**src/rtl/audio_pwm_audout_nchan.sv**
```systemverilog
// audio_pwm_audout_nchan
//
// Multi-channel 1-bit audio output stage. One shared period counter of 2^BITRES clocks drives
// NCHAN channels. Each channel turns its active amplitude into a bit stream, either as plain PWM
// (MODE=0) or as first-order sigma-delta (MODE=1). New samples pass through a one-deep pending
// buffer and become active only at a period boundary, so a period never mixes two samples.
//
// Ports
//   clk           clock, all state updates on the rising edge
//   resetn        asynchronous active-low reset
//   mute          synchronous global mute: clears counter, accumulators and outputs
//   chan_mute     per-channel mute, bit ch forces audout[ch] low
//   sample_in     packed samples, channel ch at [ch*BITRES +: BITRES]
//   sample_valid  sample_in is offered this cycle
//   sample_ready  the pending buffer can take sample_in this cycle
//   audout        registered 1-bit audio outputs, one per channel
//   period_start  registered pulse on the first output cycle of each period

module audio_pwm_audout_nchan #(
  parameter int unsigned BITRES = 8,
  parameter int unsigned NCHAN  = 2,
  parameter int unsigned MODE   = 0
) (
  input  logic                    clk,
  input  logic                    resetn,
  input  logic                    mute,
  input  logic [NCHAN-1:0]        chan_mute,
  input  logic [NCHAN*BITRES-1:0] sample_in,
  input  logic                    sample_valid,
  output logic                    sample_ready,
  output logic [NCHAN-1:0]        audout,
  output logic                    period_start
);

  localparam logic [BITRES-1:0] CountMax = {BITRES{1'b1}};

  // Shared period counter
  logic [BITRES-1:0] count_q, count_d;
  logic              wrap;

  // Double buffer: pending holds the next sample set, active drives the modulators
  logic [NCHAN*BITRES-1:0] pending_q, pending_d;
  logic [NCHAN*BITRES-1:0] active_q, active_d;
  logic                    pend_full_q, pend_full_d;
  logic                    accept;

  // Sigma-delta residue per channel. Only the low BITRES bits of the accumulator are kept as
  // state; the carry of each sum is the channel output and lives in audout_q.
  logic [NCHAN*BITRES-1:0] acc_q, acc_d;

  logic [NCHAN-1:0] audout_q, audout_d;
  logic             period_start_q, period_start_d;

  // Per-channel scratch values for the output loop
  logic [BITRES-1:0] ch_val;
  logic [BITRES:0]   ch_sum;

  // Counter and handshake
  always_comb begin
    wrap         = (count_q == CountMax);
    count_d      = mute ? '0 : count_q + BITRES'(1);
    sample_ready = ~pend_full_q & ~mute;
    accept       = sample_valid & sample_ready;
  end

  // Buffer update. An accept needs an empty pending buffer, so it can never coincide with a
  // transfer; an accept on a wrap cycle therefore waits for the following wrap. Mute freezes
  // both registers.
  always_comb begin
    pending_d   = pending_q;
    active_d    = active_q;
    pend_full_d = pend_full_q;
    if (accept) begin
      pending_d   = sample_in;
      pend_full_d = 1'b1;
    end else if (!mute && wrap && pend_full_q) begin
      active_d    = pending_q;
      pend_full_d = 1'b0;
    end
  end

  // Modulators. Outputs always use the current active value and count, so the first output
  // cycle of a period (count=0) already reflects a sample transferred at the preceding wrap.
  always_comb begin
    acc_d    = acc_q;
    audout_d = '0;
    ch_val   = '0;
    ch_sum   = '0;
    for (int unsigned ch = 0; ch < NCHAN; ch++) begin
      ch_val = active_q[ch*BITRES +: BITRES];
      ch_sum = {1'b0, acc_q[ch*BITRES +: BITRES]} + {1'b0, ch_val};
      if (mute || chan_mute[ch]) begin
        acc_d[ch*BITRES +: BITRES] = '0;
        audout_d[ch]               = 1'b0;
      end else if (MODE == 1) begin
        // Residue wraps modulo 2^BITRES; over one full period the carries add up to ch_val.
        acc_d[ch*BITRES +: BITRES] = ch_sum[BITRES-1:0];
        audout_d[ch]               = ch_sum[BITRES];
      end else begin
        acc_d[ch*BITRES +: BITRES] = '0;
        audout_d[ch]               = (count_q < ch_val);
      end
    end
  end

  always_comb begin
    period_start_d = (count_q == '0) & ~mute;
  end

  always_ff @(posedge clk or negedge resetn) begin
    if (!resetn) begin
      count_q        <= '0;
      pending_q      <= '0;
      active_q       <= '0;
      pend_full_q    <= 1'b0;
      acc_q          <= '0;
      audout_q       <= '0;
      period_start_q <= 1'b0;
    end else begin
      count_q        <= count_d;
      pending_q      <= pending_d;
      active_q       <= active_d;
      pend_full_q    <= pend_full_d;
      acc_q          <= acc_d;
      audout_q       <= audout_d;
      period_start_q <= period_start_d;
    end
  end

  assign audout       = audout_q;
  assign period_start = period_start_q;

endmodule

```
**config.mk**
```make
export PLATFORM = sky130hd
export DESIGN_NAME = audio_pwm_audout_nchan
export DESIGN_NICKNAME = d
export VERILOG_FILES = /design/src/rtl/audio_pwm_audout_nchan.sv
export SDC_FILE = /design/constraint.sdc
export NUM_CORES = 1
export LEC_CHECK = 0
export ABC_AREA = 0
export CAP_MARGIN = 15
export CORE_MARGIN = 2
export CORE_UTILIZATION = 35
export CTS_CLUSTER_SIZE = 30
export DETAILED_ROUTE_END_ITERATION = 10
export PLACE_DENSITY = 0.58
export SLEW_MARGIN = 20
export SYNTH_ARGS = -nofsm -noshare
export SYNTH_HDL_FRONTEND = slang
export SYNTH_SLANG_ARGS = --single-unit
```
**constraint.sdc**
```tcl
create_clock -name clk -period 5.4 [get_ports clk]
set_clock_uncertainty 0.15 [all_clocks]
set_input_delay 1.08 -clock clk [delete_from_list [all_inputs] [get_ports clk]]
set_output_delay 1.08 -clock clk [all_outputs]
set_load 0.02 [all_outputs]
```
==> results by group <==
Global routing
  – Vias in the first global route: ~1,200
  – Initial antenna violation count: 0
  – Total track usage: approximately an eighth
  – Largest net degree at the start of global routing: 45
  – Grt total ovfl: 0
  – Global-route wire length before repair: 5968 µm

Outcome
  – Status: completed

Power
  – Pwr per Cell Area: approximately 300 mW/mm²
  – LEAKAGE: between 1 and 1.5 nW
  – Max VDD drop: roughly 110 µV

Logic synthesis
  – Mapped Area: 0.002132 mm²
  – #FFs+latches synth: 44
  – Post-Syn Instances: approximately 170
  – Top cells by area, synth: dfrtp_1, mux2_2, ha_1, mux2_4, inv_1
  – Share of the synthesized area in the top cell type: about half
  – Ys Warns: 0
  – Yosys top cell by area: dfrtp_1
  – Post-Syn Nets: just over 200
  – Post-Syn Area per Cell: about 13 µm²
  – Netlist cell types: 29
  – Register area share after synthesis: 51.64%

Worst setup path
  – Most frequent cell on the critical path: clkdlybuf4s50_1
  – Crit Reg-Reg Endpoint: active_q[11]$_DFFE_PN0P_
  – R2R Setup Slk: roughly 3.4 ns
  – Worst r2r path cells: 4
  – Crit path kind: input pin to output pin
  – Arrival @ worst endpoint: approximately 2.5 ns
  – Critical path startpoint category: input pin
  – Worst-path fanout max: 13
  – CP Cell Sequence: clkdlybuf4s50_1 -> nor2_1 -> clkdlybuf4s50_1
  – Crit Reg-Reg Startpoint: count_q[1]$_DFF_PN0_
  – CP max-delay cell: clkdlybuf4s50_1
  – WP data required: ~4.2 ns
  – Type of element capturing the critical path: output pin
  – CP max stage delay: about 0.63 ns

Place
  – Detailed placement HPWL: 2532 µm
  – Dpl cells: between 200 and 300
  – GPL Wtd Cong: around 0.8
  – I/O Buffers: 25

Floorplan
  – CORE AREA: approximately 0.006 mm²
  – Rows: 28
  – Ports: 26
  – Die area: between 0.006 and 0.007 mm²
  – Die Height: 82.05 µm
  – Die span in x: approximately 82 µm
  – Starting Density: 36.01%

Routing
  – Via count: roughly 1,300
  – DR pass1 iterations: 4
  – Via-per-instance ratio: a little under 5
  – Antenna Violating Nets Remaining: 0
  – Post-route DRC violation count: 0
  – DRT iter0 DRCs: 50
  – Wirelength per Cell: approximately 13 µm
  – Wirelength, routed: about 3600 µm

Clock tree
  – Clock transition at the registers of the reported paths: 0.08 ns
  – Root Buffer Master: clkbuf_8
  – Post-CTS resize count: 0
  – CTS tree: done
  – Num CTS Buffers: 5
  – Clk_lat worst skew: about 0.29 ns
  – Post CTS Setup Buffer Count: 0
  – H-tree depth: 2
  – CTS max path bufs: 2
  – CTS Hold Bufs: 0
  – Clk sinks: 44

Worst hold path
  – Hold Path Stages: 1
  – Worst Hold Path EP: active_q[9]$_DFFE_PN0P_
  – Hold Path Class: flop to flop
  – Worst Min Path Start: pending_q[9]$_DFFE_PN0P_

Timing
  – Tcrit/Tclk final: a little over two thirds
  – Hold Worst Slack: 0.3520 ns
  – Slew @ Worst Pin: 0.8344 ns
  – Final Max Slew Viols: 0
  – Fmax: around 270 MHz
  – Slew HR: around 44%
  – Minimum clock period: approximately 3.8 ns
  – Post-route setup TNS: 0 ns
  – Final setup fails: 0
  – Final hold violations: 0
  – Setup repair after global routing missed its margin: no

Final layout
  – Final #Nets: roughly 230
  – Share of post-route cells with drive strength above 1: a little under a quarter
  – Area Overhead vs Synth: 18.90%
  – Commonest non-fill, non-tap cell in the layout: dfrtp_1
  – Most frequent cells in the layout: dfrtp_1, clkdlybuf4s50_1, mux2_2, inv_1, ha_1
  – Fin cells: ~270
  – N_diodes: 0

Job
  – Max_cap viols: 0
registers in the layout, summed over array words and instances, names as in the netlist:
signal	flops
active_q	16
audout	2
count_q	8
pend_full_q	1
pending_q	16
period_start	1
cells in the mapped netlist:
library cell,number
a2111oi_0,4
a21o_1,1
a21oi_1,5
and2_1,1
and4_4,1
and4b_1,1
and4b_4,1
buf_2,1
buf_6,2
clkbuf_1,1
dfrtp_1,44
ha_1,16
inv_1,16
mux2_2,22
mux2_4,10
nand2_1,5
nand2b_1,2
nand3_1,3
nand3_4,1
nand4_1,3
nor2_1,8
nor2b_1,1
nor4_1,1
o21a_1,4
o21ai_0,3
o31a_1,2
or3_1,3
xnor2_1,1
xor2_1,2
worst max path at each step:
stage | from | end | slack [ns] | depth (start not counted)
CTS | mute | sample_ready | 1.61 | 3
global placement | mute | sample_ready | 1.65 | 3
floorplan | mute | sample_ready | 2.78 | 1
detailed placement | mute | sample_ready | 1.62 | 3
global route | mute | sample_ready | 1.52 | 3
finish | mute | sample_ready | 1.63 | 3
cell families after synthesis:
logic type,Yosys count,synth area share [%]
fa+ha+maj,16,9.390
compound gates,19,6.103
simple gates,31,8.686
mux,32,18.66
xor+xnor,3,1.233
flops,44,51.64
buf+inv,20,4.284
area by class of cell:
cell class | count | area (µm²)
multi-input cells | 101 | 939.7
flip-flops and latches | 44 | 1101
well taps | 75 | 93.84
clock inverters | 2 | 10.01
repair buffers | 25 | 247.7
inverters | 16 | 60.06
clock buffers | 6 | 82.58
fillers | 566 | 3386
power breakdown:
group	total [mW]	internal, mW	switching [mW]
clock network	0.209	0.102	0.107
logic	0.106	0.0720	0.0337
registers	0.428	0.394	0.0334
total	0.743	0.569	0.174
worst max-delay path: cells and delay by family:
kind,cells,cell delay [ns]
buffers and inverters,2,1.25
AND/OR/NAND/NOR,1,0.21
per-layer routing:
layer | part of all wire [%] | track usage [%] | up-vias
met5 | 0 | 0 | -
met4 | 1.0 | 4.000 | 0
met2 | 46 | 18.13 | 20
met3 | 4.1 | 3.187 | 2
met1 | 49 | 16.28 | 641
li1 | - | - | 635
stage by stage:
stage	setup slack [ns]	total power, mW	cell area, µm²	utilization, %
2_1_floorplan	2.778	0.5008	2132	-
4_1_cts	1.608	0.7542	2532	42.77
3_3_place_gp	1.648	0.5420	2440	41.21
6_report	1.629	0.7428	2535	42.81
3_5_place_dp	1.618	0.5450	2440	41.21
5_1_grt	1.516	0.7895	2535	42.81
No activity file was read; power rests on OpenSTA's default activity.
==> edit 1, RTL diff (config.mk and constraints unchanged) <==
`MODE`: 0 -> 1. Comments in the files are not updated.
--- a/src/rtl/audio_pwm_audout_nchan.sv
+++ b/src/rtl/audio_pwm_audout_nchan.sv
@@ -20,5 +20,5 @@
   parameter int unsigned BITRES = 8,
   parameter int unsigned NCHAN  = 2,
-  parameter int unsigned MODE   = 0
+  parameter int unsigned MODE   = 1
 ) (
   input  logic                    clk,
Function: same outputs for any inputs over 10 cycles, from zero or initial values and one cycle with resetn low; that may be too few to reach the edited logic, so the function may still have changed.
==> edit 1 against the unedited design <==
Critical endpoint unchanged; total power up 21%; non-clock buffer count up 1; clock power up 70%; area after synthesis up 38%; setup slack worse by 0.12 ns; sequential cell count up 16; fmax down 3.0%; routed wire length up 46%; synthesized cell count up 41%; design area up 36%.
==> edit 1: results (changes against the unedited design) <==
| Metric | Value |
|---|---|
| Clock tree buffer depth | 2 (unchanged) |
| Switching share of total power | 0.229 (-0.00609) |
| Clock Pin Slew Worst Setup and Hold Paths | ~0.070 ns |
| Share of cells above drive strength 1 | 0.177 (-0.0497) |
| Hold path depth | 1 (unchanged) |
| Hold-critical path endpoint | pending_q[13]$_DFFE_PN0P_ |
| Fill cells | 796 (+41%) |
| Crit-path max cell delay | 0.73 ns (+0.10 ns) |
| HPWL Detailed | 3530 microns (+40%) |
| Detailed Route Iter0 Violations | 45 (-10%) |
| Register-to-register setup slack | 3.25 ns (-0.19 ns) |
| Clock Latency Late Sink | 0.34 ns (+0.05 ns) |
| Vias in the first global route | 1964 (+58%) |
| Outcome | completed |
| ANT cells | 0 (unchanged) |
| Nets | 309 (+34%) |
| TritonCTS Buffers | 9 (+4) |
| Initial antenna violation count | 0 (unchanged) |
| Critical R2R Launch | active_q[0]$_DFFE_PN0P_ |
| Compound-Gate Fraction of Synth Area | 0.101 (+0.0396) |
| Syn nets | 275 (+35%) |
| # port buffers | 25 (unchanged) |
| YS warnings | 0 (unchanged) |
| First-pass GRT wire length | 9190 microns (+54%) |
| Post-synthesis sequential area ratio | 0.512 (-0.00449) |
| End of the worst register-to-register path | acc_q[6]$_DFF_PN0_ |
| Postcts setup bufs | 0 (unchanged) |
| Via density | 4.96 (+2.8%) |
| Leak Pwr | 0.00167 uW (+47%) |
| Clock tree root buffer cell | clkbuf_8 |
| Post-synthesis adder-cell area fraction | 0.0904 (-0.00345) |
| CP delay by family, top | buffers and inverters |
| Multiplexer share of the synthesized area | 0.141 (-0.0454) |
| Final setup violating endpoints | 0 (unchanged) |
| Biggest regs | acc_q x16, active_q x16, pending_q x16 |
| H-Tree Depth | 3 (+1) |
| Data arrival time at the worst-slack endpoint | 2.66 ns (+0.12 ns) |
| Cells on worst reg2reg path | 6 (+2) |
| Worst hold margin | 0.335 ns (-0.0168 ns) |
| DRT Pass-1 Iters | 4 (unchanged) |
| Worst IR Drop VDD | 139 uV (+24%) |
| HP Start | pending_q[13]$_DFFE_PN0P_ |
| Largest net degree at the start of global routing | 39 (-13%) |
| GRT Resource Usage Total | 0.133 (+0.0146) |
| Post-CTS Resized | 0 (unchanged) |
| Routed wire length per instance | 14.0 microns (+4.7%) |
| Synth cell count leaders | dfrtp_1 (60), nor2_1 (25), mux2_2 (19), ha_1 (18), o21ai_0 (15) |
| Slowest CP cell | clkdlybuf4s50_1 |
| Slew margin rel. | 0.381 (-0.0629) |
| Post-synth ARST share | 1.00 (unchanged) |
| Synth top area cells | dfrtp_1 (51%), ha_1 (7.7%), mux2_2 (7.3%) |
| GP Congestion | 0.786 (-0.28%) |
| Distinct cells, synth | 45 (+55%) |
| Worst Path Max Fanout | 16 (+3) |
| XOR/XNOR Fraction of Synth Area | 0.0239 (+0.0116) |
[edit 1: cell count changes in the layout (fill, tap and decap cells not counted), sizes merged, moves of 7 or more]
cell | before | now
inv | 16 | 5
o21ai | 3 | 15
clkbuf | 6 | 13
dfrtp | 44 | 60
a211oi | 0 | 10
nor2 | 8 | 26
[edit 1: cells by family after synthesis]
group / count (synthesis)
AND/OR/NAND/NOR: 58
buffers and inverters: 8
AO/OA/AOI/OAI: 45
flip-flops: 60
XOR/XNOR: 8
multiplexers: 34
adder cells (fa/ha/maj): 20
[edit 1: worst max-delay path by stage]
| stage | startpoint | endpoint | slack (ns) |
|---|---|---|---|
| after global placement | mute | sample_ready | 1.55 |
| final | mute | sample_ready | 1.51 |
| after CTS | mute | sample_ready | 1.52 |
| after global routing | mute | sample_ready | 1.44 |
| after detailed placement | mute | sample_ready | 1.53 |
| after floorplan | mute | sample_ready | 2.63 |
[edit 1: power groups by stage]
stage,clock (uW),combinational (uW),sequential (uW)
CTS,371,60.3,487
global placement,0,58.5,495
detailed placement,0,60.1,496
floorplan,0,27.8,492
finish,356,58.5,487
global route,389,66.0,490
[edit 1: through the flow]
stage | instance area [sq um] | total power (uW) | setup WS, ns | instances
floorplan | 2930 | 519 | 2.63 | 233
global placement | 3280 | 553 | 1.55 | 361
detailed placement | 3280 | 556 | 1.53 | 361
CTS | 3450 | 918 | 1.52 | 376
global route | 3450 | 945 | 1.44 | 376
finish | 3450 | 902 | 1.51 | 376
[edit 1: metal layers]
metal | wire length [microns] | global-route usage
met4 | 100 | 0.0571
met5 | 0 | 0
met3 | 217 | 0.0435
met1 | 2790 | 0.186
met2 | 2160 | 0.189
[edit 1: final cells by class]
class                      count  area, sq um  share of cell area
sequential                    60         1500               0.435
multi-input combinational    165         1380               0.400
timing repair buffer          26          253              0.0732
clock buffer                  13          159              0.0460
tap                          105          131              0.0380
inverter                       5         18.8             0.00543
clock inverter                 2         10.0             0.00290
==> edit 2, RTL diff (same flow settings) <==
Without the edit above. `pending_q` no longer has a reset.
--- a/src/rtl/audio_pwm_audout_nchan.sv
+++ b/src/rtl/audio_pwm_audout_nchan.sv
@@ -111,5 +111,4 @@
     if (!resetn) begin
       count_q        <= '0;
-      pending_q      <= '0;
       active_q       <= '0;
       pend_full_q    <= 1'b0;
@@ -119,5 +118,4 @@
     end else begin
       count_q        <= count_d;
-      pending_q      <= pending_d;
       active_q       <= active_d;
       pend_full_q    <= pend_full_d;
@@ -128,4 +126,8 @@
   end
 
+  always_ff @(posedge clk) begin
+    pending_q <= pending_d;
+  end
+
   assign audout       = audout_q;
   assign period_start = period_start_q;
Formal check against the unedited RTL: same outputs for any inputs over 10 cycles, from zero or initial values and one cycle with resetn low; that may be too few to reach the edited logic, so the function may still have changed.
==> edit 2 against the unedited design <==
Synthesized cell count shrank 11%; critical path type unchanged; die area is 5.3% lower; design area fell by 4.2%; area after synthesis fell by 5.5%; setup slack got worse by 0.028 ns; sequential cell count stayed put; highest routed layer unchanged; count of clock-buffer cells in the layout up 2; critical endpoint unchanged; routed wire length decreased by 11%.
Power is not compared: it rests on default switching activity, and its combinational part moved more than twofold at a synthesized area within 25%.
==> edit 2: results (changes against the unedited design) <==
| Metric | Value |
|---|---|
| Synth cell count leaders | dfrtp_1 (28), edfxtp_1 (16), ha_1 (16), inv_1 (16), mux2_4 (9) |
| GP Congestion | 0.841 (+6.8%) |
| Outcome | completed |
| Post-synth ARST share | 0.636 (-0.364) |
| Via density | 4.72 (-2.3%) |
| Met1 wire length | 1510 microns (-15%) |
| Post-Layout Cell Count | 250 (-7.1%) |
| HPWL Detailed | 2340 microns (-7.7%) |
| HP Start | pending_q[3]$_DFFE_PP_ |
| Worst Path Max Fanout | 14 (+1) |
| Met3 Routed Length | 99 microns (-34%) |
| Final WL | 3220 microns (-11%) |
| GRT Resource Usage Total | 0.123 (+0.00423) |
| EDFF count, synth | 16 (+16) |
| DRT Pass-1 Iters | 3 (-1) |
| Detailed Route Iter0 Violations | 53 (+6.0%) |
| Mean Syn Cell Area | 13.7 sq um (+6.1%) |
| Vias in the first global route | 1302 (+4.6%) |
| Max frequency | 0.263 GHz (-0.73%) |
| Data arrival time at the worst-slack endpoint | 2.57 ns (+0.03 ns) |
| Largest net degree at the start of global routing | 29 (-36%) |
| Fill cells | 525 (-7.2%) |
| Syn nets | 185 (-8.9%) |
| Nets | 215 (-6.9%) |
| Placed Cells | 242 (-7.3%) |
| Share of cells above drive strength 1 | 0.152 (-0.0751) |
-- edit 2: kinds of logic after synthesis --
group           after synthesis  synth area share
compound gates               19            0.0646
flops                        44             0.586
simple gates                 30            0.0832
xor+xnor                      3            0.0130
fa+ha+maj                    16            0.0994
buf+inv                      19            0.0472
mux                          16             0.106
-- edit 2: path summary, 6_finish.rpt --
path	end	slack (ns)	cells after the start
max	sample_ready	1.60	3
min	active_q[3]$_DFFE_PN0P_	0.33	1
max reg2reg	active_q[7]$_DFFE_PN0P_	3.30	4
min reg2reg	active_q[3]$_DFFE_PN0P_	0.33	1
max in group asynchronous	active_q[2]$_DFFE_PN0P_	3.81	2
min in group asynchronous	active_q[13]$_DFFE_PN0P_	1.01	2
-- edit 2: through the flow --
step,hold WS (ns),setup WS [ns],util,area (sq um)
floorplan,0.305,2.58,-,2010
global placement,0.308,1.61,0.420,2330
detailed placement,0.317,1.59,0.420,2330
CTS,0.335,1.58,0.438,2430
global route,0.345,1.46,0.438,2430
finish,0.329,1.60,0.438,2430
-- edit 2: worst max-delay path, stage by stage --
cell	delay, ns
clkdlybuf4s50_1	0.63
nor2_1	0.22
clkdlybuf4s50_1	0.63
-- edit 2: cell type report --
class                      count  area (sq um)  share of cell area
timing repair buffer          26           258               0.106
sequential                    44          1180               0.487
inverter                      16          60.1              0.0247
tap                           72          90.1              0.0371
clock buffer                   8           100              0.0412
multi-input combinational     84           738               0.304
-- edit 2: power groups by stage --
stage                     Sequential [uW]  Combinational (uW)  Clock, uW
after global routing                  354                44.9        245
after detailed placement              360                39.6          0
after floorplan                       361                11.5          0
after global placement                360                38.7          0
after CTS                             353                39.8        229
final                                 353                39.0        220
-- edit 2: layer usage --
layer,GRT usage,up-vias
met5,0,-
met4,0.0356,0
met3,0.0305,4
met2,0.213,17
met1,0.151,575
li1,-,583
